### config.mk
export PLATFORM = sky130hd
export DESIGN_NAME = fb_pattern_slave
export DESIGN_NICKNAME = d
export VERILOG_FILES = /design/src/rtl/fb_pattern_slave.sv
export SDC_FILE = /design/constraint.sdc
export NUM_CORES = 1
export LEC_CHECK = 0
export ABC_CLOCK_PERIOD_IN_PS = 3500
export CORE_MARGIN = 5
export CORE_UTILIZATION = 50
export DETAILED_ROUTE_END_ITERATION = 7
export GPL_ROUTABILITY_DRIVEN = 0
export GPL_TIMING_DRIVEN = 0
export HOLD_SLACK_MARGIN = 0.15
export PLACE_DENSITY_LB_ADDON = 0.25
export SLEW_MARGIN = 20
export SYNTH_ARGS = -nofsm -noshare
export SYNTH_HDL_FRONTEND = slang
export SYNTH_SLANG_ARGS = --single-unit
### constraint.sdc
create_clock -name memory_clock -period 3.5 [get_ports memory_clock]
set_clock_uncertainty 0.2 [all_clocks]
set_input_delay 1.05 -clock memory_clock [delete_from_list [all_inputs] [get_ports memory_clock]]
set_output_delay 1.05 -clock memory_clock [all_outputs]
set_load 0.05 [all_outputs]
### src/rtl/fb_pattern_slave.sv
// Framebuffer read slave that returns procedurally generated RGB332 test patterns.
// Latency: each accepted read returns exactly LATENCY cycles later, in acceptance order.
// Backpressure: fb_waitrequest is high while MAX_PENDING reads are outstanding, or in reset.
// Optional build macro FB_PATTERN_STALL_EN adds pseudo-random LFSR stalls on fb_waitrequest.
module fb_pattern_slave #(
  parameter int unsigned FB_BEGIN    = 262144,
  parameter int unsigned LATENCY     = 3,
  parameter int unsigned MAX_PENDING = 2
) (
  input  logic        memory_clock,
  input  logic        reset_n,
  input  logic [29:0] fb_address,
  input  logic        fb_read,
  input  logic [1:0]  pattern_sel,
  input  logic [7:0]  solid_color,
  output logic        fb_waitrequest,
  output logic [31:0] fb_readdata,
  output logic        fb_readdatavalid,
  output logic [31:0] reads_served,
  output logic        misaligned
);

  localparam logic [29:0] C_BEGIN   = 30'(FB_BEGIN);
  localparam logic [3:0]  C_MAX_PND = 4'(MAX_PENDING);

  logic               w_accept;
  logic               w_ret;
  logic               w_full;
  logic               w_stall;
  logic [29:0]        w_offset;
  logic [7:0]         w_base;
  logic [2:0]         w_bar;
  logic               w_chk;
  logic [31:0]        w_pix;
  logic               w_unused_bits;

  logic [LATENCY-1:0] r_vld;
  logic [31:0]        r_dat [LATENCY];
  logic [3:0]         r_pending;
  logic [31:0]        r_served;
  logic               r_mis;

  // Offset within the framebuffer; 30-bit wrap makes addresses below the base legal.
  assign w_offset      = fb_address - C_BEGIN;
  assign w_base        = {w_offset[7:2], 2'b00};
  assign w_bar         = w_offset[10:8];
  assign w_chk         = w_offset[4] ^ w_offset[12];
  assign w_unused_bits = ^{w_offset[29:13], w_offset[11], w_offset[1:0]};

  // Pixel generator: four bytes, leftmost byte is the lowest address.
  always_comb begin
    w_pix = 32'h0;
    case (pattern_sel)
      2'd0:    w_pix = {w_base, w_base | 8'd1, w_base | 8'd2, w_base | 8'd3};
      2'd1:    w_pix = {4{w_bar, w_bar, w_bar[2:1]}};
      2'd2:    w_pix = {4{w_chk ? 8'hFF : 8'h00}};
      default: w_pix = {4{solid_color}};
    endcase
  end

  // A read counts as pending until it enters the final (output) stage, so a slot
  // is freed in the same cycle its data appears and full-rate streaming is possible.
  generate
    if (LATENCY >= 2) begin : g_ret_pipe
      assign w_ret = r_vld[LATENCY-2];
    end else begin : g_ret_direct
      assign w_ret = w_accept;
    end
  endgenerate

  assign w_full         = (r_pending >= C_MAX_PND);
  assign fb_waitrequest = ~reset_n | w_full | w_stall;
  assign w_accept       = fb_read & ~fb_waitrequest;

`ifdef FB_PATTERN_STALL_EN
  logic [15:0] r_lfsr;

  // Fibonacci LFSR, taps 16/14/13/11; free-running stall source.
  always_ff @(posedge memory_clock or negedge reset_n) begin
    if (!reset_n) begin
      r_lfsr <= 16'hACE1;
    end else begin
      r_lfsr <= {r_lfsr[14:0], r_lfsr[15] ^ r_lfsr[13] ^ r_lfsr[12] ^ r_lfsr[10]};
    end
  end

  assign w_stall = (r_lfsr[1:0] == 2'b00);
`else
  assign w_stall = 1'b0;
`endif

  // Delay line: each stage loads only when a valid word moves in, so the last
  // stage keeps the most recently returned word between valid pulses.
  always_ff @(posedge memory_clock or negedge reset_n) begin
    if (!reset_n) begin
      r_vld <= '0;
      for (int i = 0; i < LATENCY; i++) r_dat[i] <= 32'h0;
    end else begin
      r_vld[0] <= w_accept;
      if (w_accept) r_dat[0] <= w_pix;
      for (int i = 1; i < LATENCY; i++) begin
        r_vld[i] <= r_vld[i-1];
        if (r_vld[i-1]) r_dat[i] <= r_dat[i-1];
      end
    end
  end

  // Outstanding-read counter; simultaneous accept and retire cancel out.
  always_ff @(posedge memory_clock or negedge reset_n) begin
    if (!reset_n) begin
      r_pending <= 4'd0;
    end else begin
      case ({w_accept, w_ret})
        2'b10:   r_pending <= r_pending + 4'd1;
        2'b01:   r_pending <= r_pending - 4'd1;
        default: r_pending <= r_pending;
      endcase
    end
  end

  // Returned-word counter (wraps naturally) and sticky misaligned-access flag.
  always_ff @(posedge memory_clock or negedge reset_n) begin
    if (!reset_n) begin
      r_served <= 32'h0;
      r_mis    <= 1'b0;
    end else begin
      if (r_vld[LATENCY-1]) r_served <= r_served + 32'd1;
      if (w_accept && (fb_address[1:0] != 2'b00)) r_mis <= 1'b1;
    end
  end

  assign fb_readdata      = r_dat[LATENCY-1];
  assign fb_readdatavalid = r_vld[LATENCY-1];
  assign reads_served     = r_served;
  assign misaligned       = r_mis;

endmodule

Word-level counts from Yosys, hierarchy flattened
Index checks and enable logic that the tools add are counted.

word-level totals
  register bits = 136
  word-level logic and storage cells = 28

cells by class
  add/sub/neg operators = 4
  $lt $le $gt $ge = 1
  equal/unequal tests = 4
  muxes and demuxes = 3
  bitwise gates (word level) = 5
  reductions and logical operators = 4

operator list
  kind                                                                    number
  32-bit one-hot mux with 3 select lines                                  1
  32-bit by 1-bit adder with 32-bit output (second input constant)        1
  13-bit by 1-bit subtractor with 13-bit output (second input constant)   1
  8-bit two-way mux                                                       1
  4-bit one-hot mux with 2 select lines                                   1
  4-bit by 1-bit adder with 4-bit output (second input constant)          1
  2-bit by 1-bit equality test with 1-bit output (second input constant)  2
  2-bit equality test (second input constant)                             2
  4-bit by 2-bit >= comparator with 1-bit output (second input constant)  1
  2-bit nonzero test                                                      2
  4-bit by 1-bit subtractor with 4-bit output (second input constant)     1
  2-bit zero test                                                         1
  1-bit NOT                                                               2
  1-bit bitwise AND                                                       1
  1-bit logical AND                                                       1
  1-bit bitwise OR                                                        1
  1-bit bitwise XOR                                                       1

Depth between registers and ports, before layout
Gate-level depths: netlist of the first run.

  depth after elaboration = 6
  mapped depth = 8
  mapped depth without buffers = 8

Worst setup path before layout of the first run
No wires, ideal clock.

  path kind = in2reg
  start point = input port reset_n
  end point = register r_pending[3]
  setup time = 0.080 ns
  arrival time = 2.687 ns
  path slack = 0.533 ns
  cell stages on the path = 8
  cell sequence = nor4b_1 -> nand2_1 -> ha_1 -> ha_1 -> a21o_1 -> a21oi_1 -> mux2i_1 -> xnor2_1

between the ends
  cells in the longest elaborated chain, start to end = 6

ends and longest elaborated chain
  what                                                                                          line  source
  from (decl)                                                                                   11    input logic reset_n,
  1-bit NOT *                                                                                   72    assign fb_waitrequest = ~reset_n | w_full | w_stall;
  1-bit bitwise OR *                                                                            72
  1-bit NOT *                                                                                   73    assign w_accept = fb_read & ~fb_waitrequest;
  1-bit bitwise AND *                                                                           73
  2-bit by 1-bit equality test with 1-bit output / 2-bit equality test (equally long branches)  113   case ({w_accept, w_ret})
  4-bit one-hot mux with 2 select lines / 2-bit nonzero test (equally long branches)            -
  to (signal assigned)                                                                          114   2'b10: r_pending <= r_pending + 4'd1;
  to (signal assigned)                                                                          115   2'b01: r_pending <= r_pending - 4'd1;
  to (signal assigned)                                                                          116   default: r_pending <= r_pending;
  to (decl)                                                                                     39    logic [3:0] r_pending;

Every way passes the cells marked *; elsewhere a longest branch is shown, timed or not.
A chain may end at the register's enable or synchronous reset.

Worst setup path after layout of the first run
  start point = input port reset_n
  end point = output port fb_waitrequest

between the ends
  cells in the longest elaborated chain, start to end = 2

ends and longest elaborated chain
  what              line  source
  1-bit NOT         72
  1-bit bitwise OR  72
  to (decl)         16    output logic fb_waitrequest,

Every way passes these cells.

==> flow_summary.toml, run 1 <==
[yosys]
synth_async_sr_flop_share_pct = 100
synth_common_cells = "dfrtp_1, buf_4, mux2_2, xor2_1, nand2_1"
ys_seq_elements = 70
synth.cell_area_um2 = 3470
ys_types = 39
synth.avg_cell_area_um2 = 12.3
synth_top_area_share_pct = 50.5
synth.area.top_cells = "dfrtp_1, mux2_2, buf_4"
synth-seq-area-share_pct = 50.5
synth_top_cell_by_area = "dfrtp_1"
synth_edf_count = 0
synth_warnings = 0
yosysMostFrequentCell = "dfrtp_1"
synth_nets = 330
synthCells = 282
synth_flop_cell = "dfrtp_1"

[floorplan]
num_rows = 30
die_h_um = 93.3
core-area_um2 = 6760
io_pins = 110
dieWidth_um = 93.3
die_area_um2 = 8710
start_util_pct = 51.4

[setup_path]
critical_path.max_stage_delay_ps = 240
cp-start-kind = "primary input"
crit_chain = "buf_8 -> buf_16 -> nor4b_2 -> inv_1 -> buf_2"
setup.worst_path.end_class = "primary output"
cp_max_fo = 25
arrival_ps = 1980
cp_slowest_cell = "nor4b_2"
timing_worst_setup_path_type = "in2out"
cp.required_ps = 2250

[routing]
via_per_inst = 5.15
finalWirelength_um = 6890
drc = 0
vias = 2419
postRouteAntennaNets = 0
wl_per_cell_um = 14.7
dr.pass1.iters = 4
drt_iter0_markers = 39

[clock_tree]
numCtsBuffers = 9
cts_setup_buffers = 0
clkSlewWorstSetupHoldPaths_ps = 60
h-tree-depth = 3
hold_buffers = 0
clock_sinks = 70
cts_buffer_depth = 2
cts_tree = "done"
insertion_delay_ps = 330
ctsRootBufferMaster = "clkbuf_8"

[power_and_ir_drop]
ir_worst_vdd_uv = 704
power_density_nw_per_um2 = 771
leakagePower_uw = 0.00211

[run]
drv_cap = 0

[layout]
drive_gt1_share_pct = 25.1
final_util_pct = 69.8
area_growth_pct = 35.9
fin_nets = 434
n_antenna_cell = 0

[global_routing]
antenna_found_initial = 0
grt_pass1_wl_um = 11700
first_global_vias = 2424
overflow = 0
track_usage_pct = 16.9
grt_max_degree = 26

[timing]
drv_slew = 0
hold_viol = 0
post-route-period-util_pct = 92.2
worst_pin_slew_ps = 612
rsz0062_at_grt = "false"
clock.fmax_mhz = 310
maxSlewHeadroom_pct = 59.2
setup_viol = 0
min_period_ps = 3230
finalSetupTns_ps = 0

[place]
dp_hpwl_um = 5160
port_buffers = 91

[run_status]
status = "finished, final reports clean"

[hold_path]
hold_class = "reg2reg"
area by class of cell:
| type | instances | area [um^2] |
|---|---|---|
| Clock inverter | 1 | 5.00 |
| Timing Repair Buffer | 93 | 971 |
| Tap cell | 80 | 100 |
| Inverter | 7 | 26.3 |
| Buffer | 42 | 295 |
| Fill cell | 513 | 2040 |
| Multi-Input combinational cell | 163 | 1400 |
| Sequential cell | 70 | 1750 |
| Clock buffer | 14 | 163 |
metal layers:
metal / part of all wire, % / GRT usage (%) / vias up
li1: - / - / 1154
met1: 41 / 20.3 / 1187
met2: 51 / 28.6 / 70
met3: 6.2 / 6.11 / 8
met4: 1.1 / 4.52 / 0
met5: 0 / 0 / -
logic make-up after synthesis:
logic type | Yosys count | synth area share (%)
AOI/OAI and AO/OA | 12 | 2.38
xor gates and xnor gates | 35 | 8.83
adders and majority gates | 5 | 2.02
buffers and inverters | 49 | 9.26
DFF | 70 | 50.5
muxes | 39 | 14.1
and+or+nand+nor | 72 | 12.9
registers in the layout (all words and copies together) (netlist names):
name / count
fb_readdata: 10
misaligned: 1
r_dat: 20
r_pending: 4
r_vld: 3
reads_served: 32
power breakdown:
group          total (uW)  switching [uW]  internal [uW]
clock network         566             274            292
logic                1860            1050            811
registers            1210             178           1030
total                3640            1500           2140
stage by stage:
stage	cell area [um^2]	cells	setup slack (ps)	power, uW	hold slack [ps]
after CTS	4720	470	67.9	3670	183
after detailed placement	4510	454	-562	3100	168
after global placement	4480	453	-2770	3040	160
final	4720	470	271	3640	182
after global routing	4720	470	60.3	3830	200
after floorplan	3470	282	533	2530	152
what timing repair did:
item	in CTS	in global routing
resized for setup	5	3
pin swaps	0	0
gates cloned	1	0
setup endpoints to repair	2	1
worst paths after layout:
check | endpoint | cells after the start | startpoint | slack [ps]
hold / removal | r_vld[1]$_DFF_PN0_ | 0 | r_vld[0]$_DFF_PN0_ | 180
setup reg to reg | r_pending[3]$_DFFE_PN0P_ | 8 | r_pending[1]$_DFFE_PN0P_ | 970
setup / recovery | fb_waitrequest | 5 | reset_n | 270
min in group asynchronous | reads_served[31]$_DFFE_PN0P_ | 1 | reset_n | 350
hold reg to reg | r_vld[1]$_DFF_PN0_ | 0 | r_vld[0]$_DFF_PN0_ | 180
max in group asynchronous | r_pending[2]$_DFFE_PN0P_ | 2 | reset_n | 2220
cell usage in the layout, fill, tap and decap left out, types with 4 or more instances in the layout:
| cell | netlist | layout |
|---|---|---|
| clkdlybuf4s50_1 | 0 | 89 |
| dfrtp_1 | 70 | 70 |
| buf_4 | 34 | 34 |
| mux2_2 | 29 | 29 |
| xor2_1 | 20 | 20 |
| nand2_1 | 16 | 16 |
| xnor2_1 | 15 | 15 |
| clkbuf_8 | 0 | 11 |
| nor2_1 | 10 | 10 |
| nand3_1 | 10 | 10 |
| inv_1 | 7 | 7 |
| nand4_1 | 7 | 7 |
| clkbuf_1 | 4 | 7 |
| nor4_2 | 7 | 7 |
| mux2i_1 | 5 | 5 |
| mux4_2 | 5 | 5 |
| nor3_1 | 4 | 4 |
| ha_1 | 4 | 4 |
worst max-delay path, delay by kind of cell:
kind	cells	cell delay, ps
buffers and inverters	4	670
AND/OR/NAND/NOR	1	240
Power figures use the tool's default switching activity.
==> run 2, diff against run 1 <==
--- a/config.mk
+++ b/config.mk
@@ -13,7 +13,9 @@
 export GPL_TIMING_DRIVEN = 0
 export HOLD_SLACK_MARGIN = 0.15
 export PLACE_DENSITY_LB_ADDON = 0.25
+export RECOVER_POWER = 50
 export SLEW_MARGIN = 20
 export SYNTH_ARGS = -nofsm -noshare
 export SYNTH_HDL_FRONTEND = slang
 export SYNTH_SLANG_ARGS = --single-unit
+export TNS_END_PERCENT = 1
==> run 2 against run 1 <==
Effect of this change: combinational power about the same; largest cell class unchanged; register-to-register slack about the same; power down 0.13%; final cell count did not move; global-route usage unchanged; critical endpoint unchanged; largest power group unchanged; fmax about the same; via count about the same; sequential cell count did not move; cell area is 0.80% lower.
==> flow_summary.toml, run 2 (synthesized netlist as in run 1, its figures left out) <==
[run_status]
status = "finished, final reports clean"

[floorplan]
num_rows = 30
core-area_um2 = 6760
start_util_pct = 51.4
die_h_um = 93.3
io_pins = 110
dieWidth_um = 93.3
die_area_um2 = 8710

[place]
dp_hpwl_um = 5160
place_inst = 454
port_buffers = 91

[routing]
dr.pass1.iters = 4
drt_iter0_markers = 43
postRouteAntennaNets = 0
finalWirelength_um = 6910
drc = 0
wl_per_cell_um = 14.7
vias = 2418
via_per_inst = 5.14

[clock_tree]
cts_setup_buffers = 0
cts_buffer_depth = 2
clock_sinks = 70
cts_tree = "done"
hold_buffers = 0
ctsRootBufferMaster = "clkbuf_8"
numCtsBuffers = 9
clkSlewWorstSetupHoldPaths_ps = 60
h-tree-depth = 3
insertion_delay_ps = 330

[timing]
hold_viol = 0
clock.fmax_mhz = 310
rsz0062_at_grt = "false"
worst_pin_slew_ps = 1300
min_period_ps = 3230
maxSlewHeadroom_pct = 13.2
post-route-period-util_pct = 92.3
drv_slew = 0
setup_viol = 0

[global_routing]
first_global_vias = 2424
overflow = 0
antenna_found_initial = 0
grt_pass1_wl_um = 11700
grt_max_degree = 26
track_usage_pct = 16.9

[setup_path]
cp_slowest_cell = "nor4b_2"
worst-path-buf-inv = 4
crit_chain = "buf_8 -> buf_16 -> nor4b_2 -> inv_1 -> buf_2"
cp_max_fo = 25
arrival_ps = 1980
timing_worst_setup_path_type = "in2out"
cp.required_ps = 2250
cp-start-kind = "primary input"
setup.worst_path.end_class = "primary output"
critical_path.max_stage_delay_ps = 240
reg2reg_setup_slack_ps = 970
ff2ff_path_depth = 8
worst_path_dominant_cell_family = "buffers and inverters"
cp.depth = 5

[layout]
final_common_cell = "clkdlybuf4s50_1"
final_util_pct = 69.2
largest_register_ffs = 32
final_cell_mix = "clkdlybuf4s50_1, dfrtp_1, buf_4, mux2_2, xor2_1"
area_growth_pct = 34.8
drive_gt1_share_pct = 24.4
fin_nets = 434
fillers = 518
n_antenna_cell = 0
fin_cells = 470

[power_and_ir_drop]
leakagePower_uw = 0.00209
ir_worst_vdd_uv = 704
power_density_nw_per_um2 = 776

[hold_path]
hold_depth = 0
hold_class = "reg2reg"

[run]
drv_cap = 0
-- run 2: cell count changes in the layout (fill, tap and decap cells not counted), sizes merged --
cell / previous run / this run
bufbuf: 1 / 0
clkbuf: 18 / 21
buf: 41 / 39
-- run 2: report_power, final --
part / internal [uW] / switching [uW] / leakage [uW] / total (uW)
clock: 292 / 274 / 0.0000865 / 566
sequential: 1030 / 178 / 0.000910 / 1210
combinational: 806 / 1050 / 0.00109 / 1860
-- run 2: stage by stage --
| stage | hold slack (ps) | setup TNS, ps | power (uW) | cell area, um^2 | worst slack, ps |
|---|---|---|---|---|---|
| detailed placement | 168 | -1000 | 3100 | 4510 | -562 |
| CTS | 183 | 0 | 3670 | 4720 | 67.9 |
| global placement | 160 | -114650 | 3040 | 4480 | -2770 |
| global route | 200 | 0 | 3820 | 4680 | 60.8 |
| floorplan | 152 | 0 | 2530 | 3470 | 533 |
| finish | 182 | 0 | 3630 | 4680 | 271 |
-- run 2: final cells by class --
class                      instances  area, um^2  area share [%]
multi-input combinational        163        1400            30.0
sequential                        70        1750            37.4
inverter                           7        26.3           0.562
clock buffer                      14         163            3.48
buffer                            42         287            6.12
tap                               80         100            2.14
timing repair buffer              93         942            20.1
clock inverter                     1        5.00           0.107
-- run 2: worst paths after layout --
check | start | end
max | reset_n | fb_waitrequest
min | r_vld[0]$_DFF_PN0_ | r_vld[1]$_DFF_PN0_
max reg2reg | r_pending[1]$_DFFE_PN0P_ | r_pending[3]$_DFFE_PN0P_
min reg2reg | r_vld[0]$_DFF_PN0_ | r_vld[1]$_DFF_PN0_
max in group asynchronous | reset_n | r_pending[2]$_DFFE_PN0P_
min in group asynchronous | reset_n | reads_served[31]$_DFFE_PN0P_
-- run 2: timing repair --
action,4_1_cts,5_1_grt
gates resized for setup,5,3
setup endpoints to repair,2,1
gates cloned,1,0
-- run 2: layer usage --
layer / GRT usage (%) / vias to the layer above / part of all wire, %
met5: 0 / - / 0
li1: - / 1153 / -
met3: 6.11 / 8 / 6.2
met4: 4.52 / 0 / 1.1
met1: 20.3 / 1187 / 41
met2: 28.6 / 70 / 51
==> run 3, diff against run 2 <==
--- a/config.mk
+++ b/config.mk
@@ -11,8 +11,8 @@
 export DETAILED_ROUTE_END_ITERATION = 7
 export GPL_ROUTABILITY_DRIVEN = 0
 export GPL_TIMING_DRIVEN = 0
-export HOLD_SLACK_MARGIN = 0.15
-export PLACE_DENSITY_LB_ADDON = 0.25
+export HOLD_SLACK_MARGIN = 0.03
+export PLACE_DENSITY = 0.81
 export RECOVER_POWER = 50
 export SLEW_MARGIN = 20
 export SYNTH_ARGS = -nofsm -noshare
==> run 3 against run 2 <==
Effect of this change: critical path depth unchanged; worst setup slack got worse by 110 ps; register-to-register slack lost 50 ps; via count up 0.79%; global-route usage is 0.95 points higher; sequential power barely moved; clock power grew 15%; cell area grew 1.1%; power is 2.8% higher; non-clock buffer count stayed put; core utilization grew 0.76 points; worst hold slack better by 6.3 ps; critical path type unchanged.
==> flow_summary.toml, run 3 (synthesized netlist as in run 1, its figures left out) <==
[clock_tree]
numCtsBuffers = 9
h-tree-depth = 3
cts_tree = "done"
cts_setup_buffers = 0
cts_buffer_depth = 2
ctsRootBufferMaster = "clkbuf_8"
clkSlewWorstSetupHoldPaths_ps = 70
clock_sinks = 70
insertion_delay_ps = 340

[global_routing]
overflow = 0
first_global_vias = 2557
track_usage_pct = 17.8
grt_pass1_wl_um = 12100
grt_max_degree = 32
antenna_found_initial = 0

[timing]
worst_pin_slew_ps = 1190
clock.fmax_mhz = 300
setup_slack_ps = 161
maxSlewHeadroom_pct = 20.9
post-route-period-util_pct = 95.4
hold_viol = 0
min_period_ps = 3340
setup_viol = 0
drv_slew = 0
rsz0062_at_grt = "false"

[layout]
final_common_cell = "clkdlybuf4s50_1"
final_cell_mix = "clkdlybuf4s50_1, dfrtp_1, buf_4, mux2_2, xor2_1"
n_antenna_cell = 0
fin_nets = 434
fillers = 510
fin_cells = 471
area_growth_pct = 36.3
drive_gt1_share_pct = 25.3
largest_register_ffs = 32

[run_status]
status = "finished, final reports clean"

[setup_path]
timing_worst_setup_path_type = "in2out"
crit_chain = "buf_12 -> buf_16 -> nor4b_2 -> inv_1 -> clkdlybuf4s15_2"
cp.required_ps = 2250
cp_max_fo = 31
cp-start-kind = "primary input"
setup.worst_path.end_class = "primary output"
arrival_ps = 2090
critical_path.max_stage_delay_ps = 340
cp_slowest_cell = "clkdlybuf4s15_2"

[place]
place_inst = 454
dp_hpwl_um = 5270
port_buffers = 91
pre_cts_ws_ps = -653

[routing]
drc = 0
via_per_inst = 5.17
postRouteAntennaNets = 0
drt_iter0_markers = 55
dr.pass1.iters = 4
vias = 2437
finalWirelength_um = 7080
wl_per_cell_um = 15.0

[run]
drv_cap = 0

[power_and_ir_drop]
power_uw = 3730
leakagePower_uw = 0.00212
ir_worst_vdd_uv = 657
power_density_nw_per_um2 = 789

[floorplan]
dieWidth_um = 93.3
die_h_um = 93.3
core-area_um2 = 6760
io_pins = 110
start_util_pct = 51.4
die_area_um2 = 8710
num_rows = 30

[hold_path]
hold_class = "reg2reg"
==> run 3: changes by cell type in the layout (fill, tap and decap cells not counted), sizes merged <==
cell and change:
clkdlybuf4s15 +1, bufinv +1, clkinv +2, clkbuf -3
==> run 3: worst max-delay path: cells and delay by family <==
kind / cells / cell delay (ps)
buffers and inverters: 4 / 780
and+or+nand+nor: 1 / 250
==> run 3: layout make-up <==
class | count | area, um^2 | share of cell area [%]
inverter | 7 | 26.3 | 0.556
tap | 80 | 100 | 2.12
clock buffer | 12 | 155 | 3.28
buffer | 42 | 294 | 6.22
sequential | 70 | 1750 | 37.0
multi-input combinational | 163 | 1400 | 29.7
clock inverter | 4 | 45.0 | 0.952
timing repair buffer | 93 | 953 | 20.2
==> run 3: worst paths after layout <==
check	start	endpoint	slack [ps]	cells after the start
max	reset_n	fb_waitrequest	160	5
min reg2reg	r_vld[0]$_DFF_PN0_	r_vld[1]$_DFF_PN0_	190	0
min	r_vld[0]$_DFF_PN0_	r_vld[1]$_DFF_PN0_	190	0
min in group asynchronous	reset_n	reads_served[29]$_DFFE_PN0P_	330	1
max reg2reg	r_pending[1]$_DFFE_PN0P_	r_pending[3]$_DFFE_PN0P_	920	8
max in group asynchronous	reset_n	reads_served[4]$_DFFE_PN0P_	1420	2
==> run 3: timing repair <==
| item | CTS | global route |
|---|---|---|
| gates resized for setup | 7 | 1 |
| gates cloned | 1 | 0 |
| endpoints found under the setup margin | 2 | 1 |
| hold buffers | 0 | 0 |
==> run 3: layer usage <==
layer	share of wire, %	track usage (%)	vias to the layer above
met4	2.0	7.69	0
met3	6.9	5.07	14
li1	-	-	1159
met5	0	0	-
met2	49	28.5	86
met1	42	22.6	1178
==> run 3: metrics by stage <==
stage,util (%),hold WS (ps),area [um^2],setup TNS [ps]
after floorplan,-,152,3470,0
after global placement,66.3,169,4480,-113920
after detailed placement,66.6,169,4500,-1340
after CTS,70.4,184,4750,0
after global routing,70.0,209,4730,0
final,70.0,188,4730,0
==> run 3: report_power, final <==
part	internal [uW]	switching, uW	total (uW)
clock	365	288	653
sequential	1030	182	1210
combinational	810	1060	1870
